==> src/rtl/snake_turn_ctrl.sv <==
`default_nettype none
// ============================================================================
// Module      : snake_turn_ctrl
// Description : Two-player snakes-and-ladders turn sequencer with LFSR dice,
//               move-engine handshake, six rule and response timeout.
// Revision    : 1.0  initial release
// ============================================================================
module snake_turn_ctrl #(
    parameter logic [15:0] LFSR_SEED    = 16'hACE1,
    parameter int          RESP_TIMEOUT = 15
) (
    input  logic       clk,
    input  logic       rst,
    input  logic       new_game,
    input  logic       roll_btn,
    input  logic       dice_force_en,
    input  logic [2:0] dice_force,
    output logic       mv_req_valid,
    output logic [6:0] mv_position,
    output logic [2:0] mv_dice,
    input  logic       mv_resp_valid,
    input  logic [6:0] mv_new_position,
    output logic       cur_player,
    output logic [6:0] p0_pos,
    output logic [6:0] p1_pos,
    output logic [2:0] last_roll,
    output logic       busy,
    output logic       game_over,
    output logic       winner,
    output logic       err
);

    typedef enum logic [2:0] {
        S_IDLE   = 3'd0,
        S_ROLL   = 3'd1,
        S_REQ    = 3'd2,
        S_WAIT   = 3'd3,
        S_UPDATE = 3'd4,
        S_DONE   = 3'd5
    } state_t;

    localparam int                  C_WCNT_W    = (RESP_TIMEOUT < 2) ? 1 : $clog2(RESP_TIMEOUT);
    localparam logic [C_WCNT_W-1:0] C_WCNT_LAST = C_WCNT_W'(RESP_TIMEOUT - 1);
    localparam logic [6:0]          C_WIN_SQ    = 7'd100;

    state_t              r_state_q,     w_state_d;
    logic [15:0]         r_lfsr_q,      w_lfsr_d;
    logic [6:0]          r_p0_pos_q,    w_p0_pos_d;
    logic [6:0]          r_p1_pos_q,    w_p1_pos_d;
    logic                r_cur_q,       w_cur_d;
    logic [2:0]          r_last_roll_q, w_last_roll_d;
    logic [1:0]          r_six_q,       w_six_d;
    logic [C_WCNT_W-1:0] r_wcnt_q,      w_wcnt_d;
    logic [6:0]          r_resp_pos_q,  w_resp_pos_d;
    logic                r_resp_ok_q,   w_resp_ok_d;
    logic                r_timeout_q,   w_timeout_d;
    logic                r_winner_q,    w_winner_d;
    logic                r_err_q,       w_err_d;

    logic [2:0]          w_cand;
    logic [6:0]          w_cur_pos;
    logic                w_won;

    assign w_cand    = dice_force_en ? dice_force : r_lfsr_q[2:0];
    assign w_cur_pos = r_cur_q ? r_p1_pos_q : r_p0_pos_q;
    assign w_won     = r_resp_ok_q && (r_resp_pos_q == C_WIN_SQ);

    always_comb begin
        w_state_d     = r_state_q;
        w_lfsr_d      = {r_lfsr_q[14:0], r_lfsr_q[15] ^ r_lfsr_q[13] ^ r_lfsr_q[12] ^ r_lfsr_q[10]};
        w_p0_pos_d    = r_p0_pos_q;
        w_p1_pos_d    = r_p1_pos_q;
        w_cur_d       = r_cur_q;
        w_last_roll_d = r_last_roll_q;
        w_six_d       = r_six_q;
        w_wcnt_d      = r_wcnt_q;
        w_resp_pos_d  = r_resp_pos_q;
        w_resp_ok_d   = r_resp_ok_q;
        w_timeout_d   = r_timeout_q;
        w_winner_d    = r_winner_q;
        w_err_d       = r_err_q;

        case (r_state_q)
            S_IDLE: begin
                if (roll_btn) w_state_d = S_ROLL;
            end
            S_ROLL: begin
                if (w_cand != 3'd0 && w_cand != 3'd7) begin
                    w_last_roll_d = w_cand;
                    // Third six in a row forfeits the move and passes the turn.
                    if (w_cand == 3'd6 && r_six_q == 2'd2) begin
                        w_six_d   = 2'd0;
                        w_cur_d   = ~r_cur_q;
                        w_state_d = S_IDLE;
                    end else begin
                        w_state_d = S_REQ;
                    end
                end
            end
            S_REQ: begin
                w_wcnt_d    = '0;
                w_timeout_d = 1'b0;
                w_resp_ok_d = 1'b0;
                w_state_d   = S_WAIT;
            end
            S_WAIT: begin
                if (mv_resp_valid) begin
                    if (mv_new_position > C_WIN_SQ) begin
                        w_err_d = 1'b1;
                    end else begin
                        w_resp_ok_d  = 1'b1;
                        w_resp_pos_d = mv_new_position;
                    end
                    w_state_d = S_UPDATE;
                end else if (r_wcnt_q == C_WCNT_LAST) begin
                    w_err_d     = 1'b1;
                    w_timeout_d = 1'b1;
                    w_state_d   = S_UPDATE;
                end else begin
                    w_wcnt_d = r_wcnt_q + 1'b1;
                end
            end
            S_UPDATE: begin
                w_state_d = S_IDLE;
                if (r_resp_ok_q) begin
                    if (r_cur_q) w_p1_pos_d = r_resp_pos_q;
                    else         w_p0_pos_d = r_resp_pos_q;
                end
                if (w_won) begin
                    w_winner_d = r_cur_q;
                    w_state_d  = S_DONE;
                end else if (!r_timeout_q && r_last_roll_q == 3'd6) begin
                    w_six_d = r_six_q + 2'd1;
                end else begin
                    w_six_d = 2'd0;
                    w_cur_d = ~r_cur_q;
                end
            end
            S_DONE: begin
                w_state_d = S_DONE;
            end
            default: begin
                w_state_d = S_IDLE;
            end
        endcase

        // A new game overrides whatever the current state decided, including a response.
        if (new_game) begin
            w_state_d  = S_IDLE;
            w_p0_pos_d = '0;
            w_p1_pos_d = '0;
            w_cur_d    = 1'b0;
            w_six_d    = 2'd0;
            w_err_d    = 1'b0;
            w_winner_d = 1'b0;
        end
    end

    always_ff @(posedge clk) begin
        if (rst) begin
            r_state_q     <= S_IDLE;
            r_lfsr_q      <= LFSR_SEED;
            r_p0_pos_q    <= '0;
            r_p1_pos_q    <= '0;
            r_cur_q       <= 1'b0;
            r_last_roll_q <= '0;
            r_six_q       <= '0;
            r_wcnt_q      <= '0;
            r_resp_pos_q  <= '0;
            r_resp_ok_q   <= 1'b0;
            r_timeout_q   <= 1'b0;
            r_winner_q    <= 1'b0;
            r_err_q       <= 1'b0;
        end else begin
            r_state_q     <= w_state_d;
            r_lfsr_q      <= w_lfsr_d;
            r_p0_pos_q    <= w_p0_pos_d;
            r_p1_pos_q    <= w_p1_pos_d;
            r_cur_q       <= w_cur_d;
            r_last_roll_q <= w_last_roll_d;
            r_six_q       <= w_six_d;
            r_wcnt_q      <= w_wcnt_d;
            r_resp_pos_q  <= w_resp_pos_d;
            r_resp_ok_q   <= w_resp_ok_d;
            r_timeout_q   <= w_timeout_d;
            r_winner_q    <= w_winner_d;
            r_err_q       <= w_err_d;
        end
    end

    assign mv_req_valid = (r_state_q == S_REQ) || (r_state_q == S_WAIT);
    assign mv_position  = mv_req_valid ? w_cur_pos : 7'd0;
    assign mv_dice      = mv_req_valid ? r_last_roll_q : 3'd0;
    assign cur_player   = r_cur_q;
    assign p0_pos       = r_p0_pos_q;
    assign p1_pos       = r_p1_pos_q;
    assign last_roll    = r_last_roll_q;
    assign busy         = (r_state_q != S_IDLE) && (r_state_q != S_DONE);
    assign game_over    = (r_state_q == S_DONE);
    assign winner       = r_winner_q;
    assign err          = r_err_q;

endmodule
`default_nettype wire
==> config.mk <==
export PLATFORM = sky130hd
export DESIGN_NAME = snake_turn_ctrl
export DESIGN_NICKNAME = d
export VERILOG_FILES = /design/src/rtl/snake_turn_ctrl.sv
export SDC_FILE = /design/constraint.sdc
export NUM_CORES = 1
export LEC_CHECK = 0
export ABC_AREA = 1
export CAP_MARGIN = 20
export CORE_AREA = 4 4 75 77
export DETAILED_ROUTE_END_ITERATION = 16
export DIE_AREA = 0 0 79 81
export PLACE_DENSITY = 0.8
export SLEW_MARGIN = 20
export SYNTH_ARGS = -nofsm -noshare
export SYNTH_HDL_FRONTEND = slang
export SYNTH_SLANG_ARGS = --single-unit
==> constraint.sdc <==
create_clock -name clk -period 1.8 [get_ports clk]
set_clock_uncertainty 0.1 [all_clocks]
set_input_delay 0.27 -clock clk [delete_from_list [all_inputs] [get_ports clk]]
set_output_delay 0.27 -clock clk [all_outputs]
set_load 0.01 [all_outputs]
==> results of run 1 <==
logic make-up after synthesis:
kind of cell / share of synthesized area, %
AND/OR/NAND/NOR: 27.7
AO/OA/AOI/OAI: 14.9
buffers and inverters: 9.06
flip-flops: 45.2
XOR/XNOR: 1.47
adder cells (fa/ha/maj): 1.57
cells in the final DEF, fill, tap and decap left out:
cell type / instances
nand3_1: 12
nand3_2: 4
nor3_1: 3
nor2_1: 47
clkdlybuf4s50_1: 34
nor2_4: 4
dlymetal6s2s_1: 1
nand3b_1: 1
a211oi_2: 2
a21oi_1: 32
and2_1: 1
inv_2: 8
ha_1: 3
a211oi_1: 1
buf_4: 12
xor2_1: 3
nor3_2: 1
or2_2: 7
nand2_4: 1
clkbuf_2: 5
clkbuf_8: 6
nor3b_1: 1
dfxtp_2: 2
nand2_1: 39
xnor2_1: 1
dfxtp_1: 51
nand2_2: 13
inv_1: 41
o21a_1: 1
nand4_1: 2
o21ai_1: 12
o22ai_1: 1
inv_4: 1
dlygate4sd2_1: 7
dfxtp_4: 1
o21ai_0: 18
clkdlybuf4s15_1: 1
bufinv_16: 1
repair_timing:
| item | in CTS | in global routing |
|---|---|---|
| resized for setup | 15 | 15 |
| endpoints found under the setup margin | 14 | 8 |
| gates cloned | 0 | 0 |
flip-flops by register name, summed over array words and instances (netlist names):
signal,flops
p0_pos,7
r_state_q,3
winner,1
err,1
r_six_q,2
last_roll,3
r_wcnt_q,4
p1_pos,7
r_resp_ok_q,1
r_lfsr_q,16
r_resp_pos_q,7
r_timeout_q,1
cur_player,1
layer usage:
layer	up-vias	wire length (um)	part of all wire, %	global-route usage (%)
met1	993	2260	44	21.6
met5	-	0	0	0
met4	0	53	1.0	6.53
li1	1136	-	-	-
met3	5	262	5.1	2.99
met2	57	2570	50	28.5
power groups by stage:
| stage | Clock, mW | Combinational (mW) | Sequential, mW |
|---|---|---|---|
| finish | 0.820 | 0.248 | 1.24 |
| global route | 0.889 | 0.276 | 1.25 |
| CTS | 0.833 | 0.248 | 1.24 |
| detailed placement | 0 | 0.250 | 1.27 |
| global placement | 0 | 0.246 | 1.27 |
| floorplan | 0 | 0.144 | 1.27 |
stage by stage:
stage | hold WS, ps | power (mW) | TNS (ps) | cell area [um^2] | instances
floorplan | 277 | 1.42 | 0 | 2390 | 320
global placement | 293 | 1.52 | -49.6 | 3020 | 444
detailed placement | 297 | 1.52 | -400 | 3020 | 444
CTS | 319 | 2.33 | 0 | 3120 | 451
global route | 327 | 2.41 | 0 | 3110 | 451
finish | 316 | 2.31 | 0 | 3110 | 451
worst max-delay path, delay by kind of cell, from the launching register on:
kind	cells	cell delay, ps
simple gates	1	70
compound gates	2	220
buf+inv	3	430
flops	1	330
final timing paths:
kind	from	end	slack (ps)	depth (start not counted)
setup / recovery	r_state_q[2]	mv_position[1]	80	6
hold / removal	r_lfsr_q[9]	r_lfsr_q[10]	320	1
setup reg to reg	r_state_q[0]	r_resp_pos_q[5]	190	7
hold reg to reg	r_lfsr_q[9]	r_lfsr_q[10]	320	1
final cells by class:
cell class	instances	area, um^2	area share (%)
Tap cell	70	87.6	2.82
Clock inverter	1	30.0	0.966
Sequential cell	54	1090	35.0
Timing Repair Buffer	60	539	17.3
Clock buffer	6	82.6	2.66
Multi-Input combinational cell	210	1090	35.1
Inverter	50	190	6.12
==> results.toml, run 1 <==
[global_route]
grt.total_usage_pct = 16.9
grt_overflow_total = 0
grt_pass1_vias = 2038
grt_max_degree = 16
antenna_found_initial = 0
grt_pass1_wl_um = 8780

[setup_path]
cp.arrival_ps = 1350
cp_slowest_cell = "dfxtp_1"
crit_required_ps = 1430
crit_chain = "inv_2 -> nand2_2 -> inv_4 -> o21ai_0 -> a21oi_1 -> clkdlybuf4s15_1"
critPathMaxStageDelay_ps = 330
worstPathMaxFanout = 8
path_class = "reg -> out"
cp-end-kind = "output pin"
critPathLaunchType = "register"

[cts]
insertion_delay_ps = 300
cts_tree = "done"
cts_inserted_buffers = 5
clock_sinks = 54
clkSlewWorstSetupHoldPaths_ps = 90
postCtsSetupRepairBufs = 0
cts.hold.buffers_added = 0
htree_levels = 2
clockRootBuffer = "clkbuf_8"
cts_buffer_depth = 2

[yosys]
yosysWarnings = 0
ys_ff_latch = 54
synthTopCellsByArea = "dfxtp_1 (45%), nor2_1 (7.4%), a21oi_1 (6.7%), inv_1 (6.4%), nand2_1 (6.1%)"
synthFlopType = "dfxtp_1"
synth.lib_cells_used.distinct = 30
synth_most_common_cell = "dfxtp_1"
synth_edf_count = 0
synth_top_area_share_pct = 45.2
synth.net_count = 339
ys_async_sr_fraction_pct = 0
synth_common_cells = "dfxtp_1 (54), nor2_1 (47), inv_1 (41)"
netlist_instances = 320
yosysTopAreaCell = "dfxtp_1"
ys_seq_area_share_pct = 45.2
syn_avg_cell_area_um2 = 7.47
syn-cell-area_um2 = 2390

[timing]
relSlewSlack_pct = 74.1
finalSetupViolCount = 0
fin_crit_ps = 1720
tightest_slew_ps = 387
rsz0062_at_grt = "no"
max_freq_mhz = 581
final_max_slew_viol_count = 0
period_share_pct = 95.6
hold_viol_final = 0
fin_ws_ps = 79.1

[outcome]
outcome = "complete, no violations"

[die]
die_h_um = 81
rows = 26
coreArea_um2 = 5010
die_x_um = 79
dieArea_um2 = 6400
ios = 49
start_util_pct = 47.7

[place]
io_buffers = 48
dp_slack_ps = -61.6
gp_congestion = 0.862
dp_hpwl_um = 4060

[final_layout]
insertedDiodeCount = 0
fillCellCount = 452
layout-drive-gt1-share_pct = 17.8
area_growth_pct = 30.1
finish.utilization_pct = 62.1
layout.nets = 400

[route]
vias_per_cell = 4.86
vias = 2191
wire_per_inst_um = 11.4
drtPass1Iterations = 4
drtAntennaViolNets = 0
drt_iter0_drc = 124
drc = 0
totalWireLength_um = 5140

[power]
irDropWorstVdd_v = 0.000467
p_seq_share_pct = 53.8
p_int_mw = 1.78
p_sw_uw = 529
clkPwrFrac_pct = 35.5
swShare_pct = 22.9
p_leak_nw = 1.33
p_per_area_nw_per_um2 = 743
pwr-share-comb_pct = 10.7

[flow_run]
maxCapViolCount = 0

[min_path]
hold_path_class = "reg -> reg"
No activity file was read; power rests on OpenSTA's default activity.
==> inputs of run 2 (changes only) <==
CORE_AREA = 2 2 73 75   (was 4 4 75 77)
DIE_AREA = 0 0 75 77   (was 0 0 79 81)
==> results.toml, run 2 (synthesis results as in run 1) <==
[outcome]
outcome = "complete, no violations"

[power]
p_int_mw = 1.70
p_leak_nw = 1.35
p_seq_share_pct = 55.4
clkPwrFrac_pct = 32.9
irDropWorstVdd_v = 0.000549
pwr-share-comb_pct = 11.7
swShare_pct = 24.3
p_sw_uw = 547
p_per_area_nw_per_um2 = 714

[setup_path]
crit_required_ps = 1430
path_class = "reg -> out"
worstPathMaxFanout = 5
critPathMaxStageDelay_ps = 330
cp.arrival_ps = 1350
crit_chain = "inv_2 -> nand2_2 -> buf_4 -> nor2_1 -> dlygate4sd2_1"
critPathLaunchType = "register"
cp_slowest_cell = "dfxtp_1"
cp-end-kind = "output pin"

[route]
totalWireLength_um = 5420
drtPass1Iterations = 4
vias_per_cell = 4.85
drtAntennaViolNets = 0
vias = 2213
wire_per_inst_um = 11.9
drt_iter0_drc = 103
drc = 0

[final_layout]
largest_register_ffs = 16
final_common_cell = "dfxtp_1"
layout.nets = 404
area_growth_pct = 31.6
insertedDiodeCount = 0
fillCellCount = 438
layout-drive-gt1-share_pct = 18.4
largest_register = "r_lfsr_q"
final_cell_mix = "dfxtp_1 (53), nor2_1 (46), inv_1 (41), nand2_1 (39), clkdlybuf4s50_1 (34)"

[timing]
hold_viol_final = 0
max_freq_mhz = 582
final_max_slew_viol_count = 0
tightest_slew_ps = 384
finalSetupViolCount = 0
fin_crit_ps = 1720
relSlewSlack_pct = 74.3
period_share_pct = 95.5
fin_ws_ps = 81.6
whs_ps = 314

[flow_run]
maxCapViolCount = 0

[place]
dp_hpwl_um = 4120
dp_slack_ps = -71.3
io_buffers = 48
gp_congestion = 0.882

[die]
die_x_um = 75
coreArea_um2 = 4980
die_h_um = 77
rows = 26
start_util_pct = 48.0
dieArea_um2 = 5780
ios = 49

[global_route]
grt_max_degree = 25
antenna_found_initial = 0
grt_pass1_wl_um = 9180
grt.total_usage_pct = 20.3
grt_overflow_total = 0
grt_pass1_vias = 2091

[cts]
insertion_delay_ps = 310
cts_tree = "done"
clkSlewWorstSetupHoldPaths_ps = 90
cts_buffer_depth = 2
postCtsSetupRepairBufs = 0
clock_sinks = 54
clockRootBuffer = "clkbuf_8"
htree_levels = 2
cts_inserted_buffers = 5

[min_path]
hold_path_class = "reg -> reg"
-- run 2: area by class of cell --
| type | instances | area [um^2] | area share (%) |
|---|---|---|---|
| multi-input cells | 210 | 1090 | 34.8 |
| clock buffers | 7 | 96.3 | 3.06 |
| inverters | 50 | 190 | 6.05 |
| flip-flops and latches | 54 | 1080 | 34.4 |
| repair buffers | 64 | 586 | 18.6 |
| clock inverters | 1 | 8.76 | 0.278 |
| well taps | 70 | 87.6 | 2.78 |
-- run 2: power groups by stage --
| stage | registers (mW) | clock network (mW) | logic [mW] |
|---|---|---|---|
| after floorplan | 1.27 | 0 | 0.144 |
| after global placement | 1.27 | 0 | 0.257 |
| after detailed placement | 1.27 | 0 | 0.262 |
| after CTS | 1.24 | 0.757 | 0.262 |
| after global routing | 1.25 | 0.791 | 0.289 |
| final | 1.24 | 0.740 | 0.262 |
-- run 2: routing by layer --
layer  up-vias  share of wire, %  GRT usage, %
li1       1152                 -             -
met1       984                43          24.8
met2        63                50          34.4
met3        14               4.6          4.20
met4         0               2.5          7.14
met5         -                 0             0
-- run 2: repair_timing --
| item | 4_1_cts | 5_1_grt |
|---|---|---|
| pin swaps | 0 | 0 |
| hold buffers | 0 | 0 |
| gates resized for setup | 15 | 11 |
| endpoints found under the setup margin | 14 | 7 |
-- run 2: critical path: cells and delay by family, from the launching register on --
family                 cells  cell delay [ps]
buffers and inverters      3              540
and+or+nand+nor            2              180
DFF                        1              330
-- run 2: final timing paths --
kind / from / end / slack, ps / cells past startpoint
worst max-delay path: r_state_q[2] / mv_dice[1] / 80 / 5
worst min-delay path: r_lfsr_q[3] / r_lfsr_q[4] / 310 / 2
worst max register to register: r_state_q[0] / r_resp_pos_q[5] / 140 / 7
worst min register to register: r_lfsr_q[3] / r_lfsr_q[4] / 310 / 2
-- run 2: through the flow --
step | instance area (um^2) | power (mW) | setup TNS [ps] | utilization, % | cells
6_report | 3150 | 2.25 | 0 | 63.2 | 456
5_1_grt | 3150 | 2.33 | -0.903 | 63.2 | 456
4_1_cts | 3150 | 2.26 | 0 | 63.4 | 456
3_5_place_dp | 3060 | 1.53 | -468 | 61.5 | 448
3_3_place_gp | 3060 | 1.53 | -4.17 | 61.5 | 448
2_1_floorplan | 2390 | 1.42 | 0 | - | 320
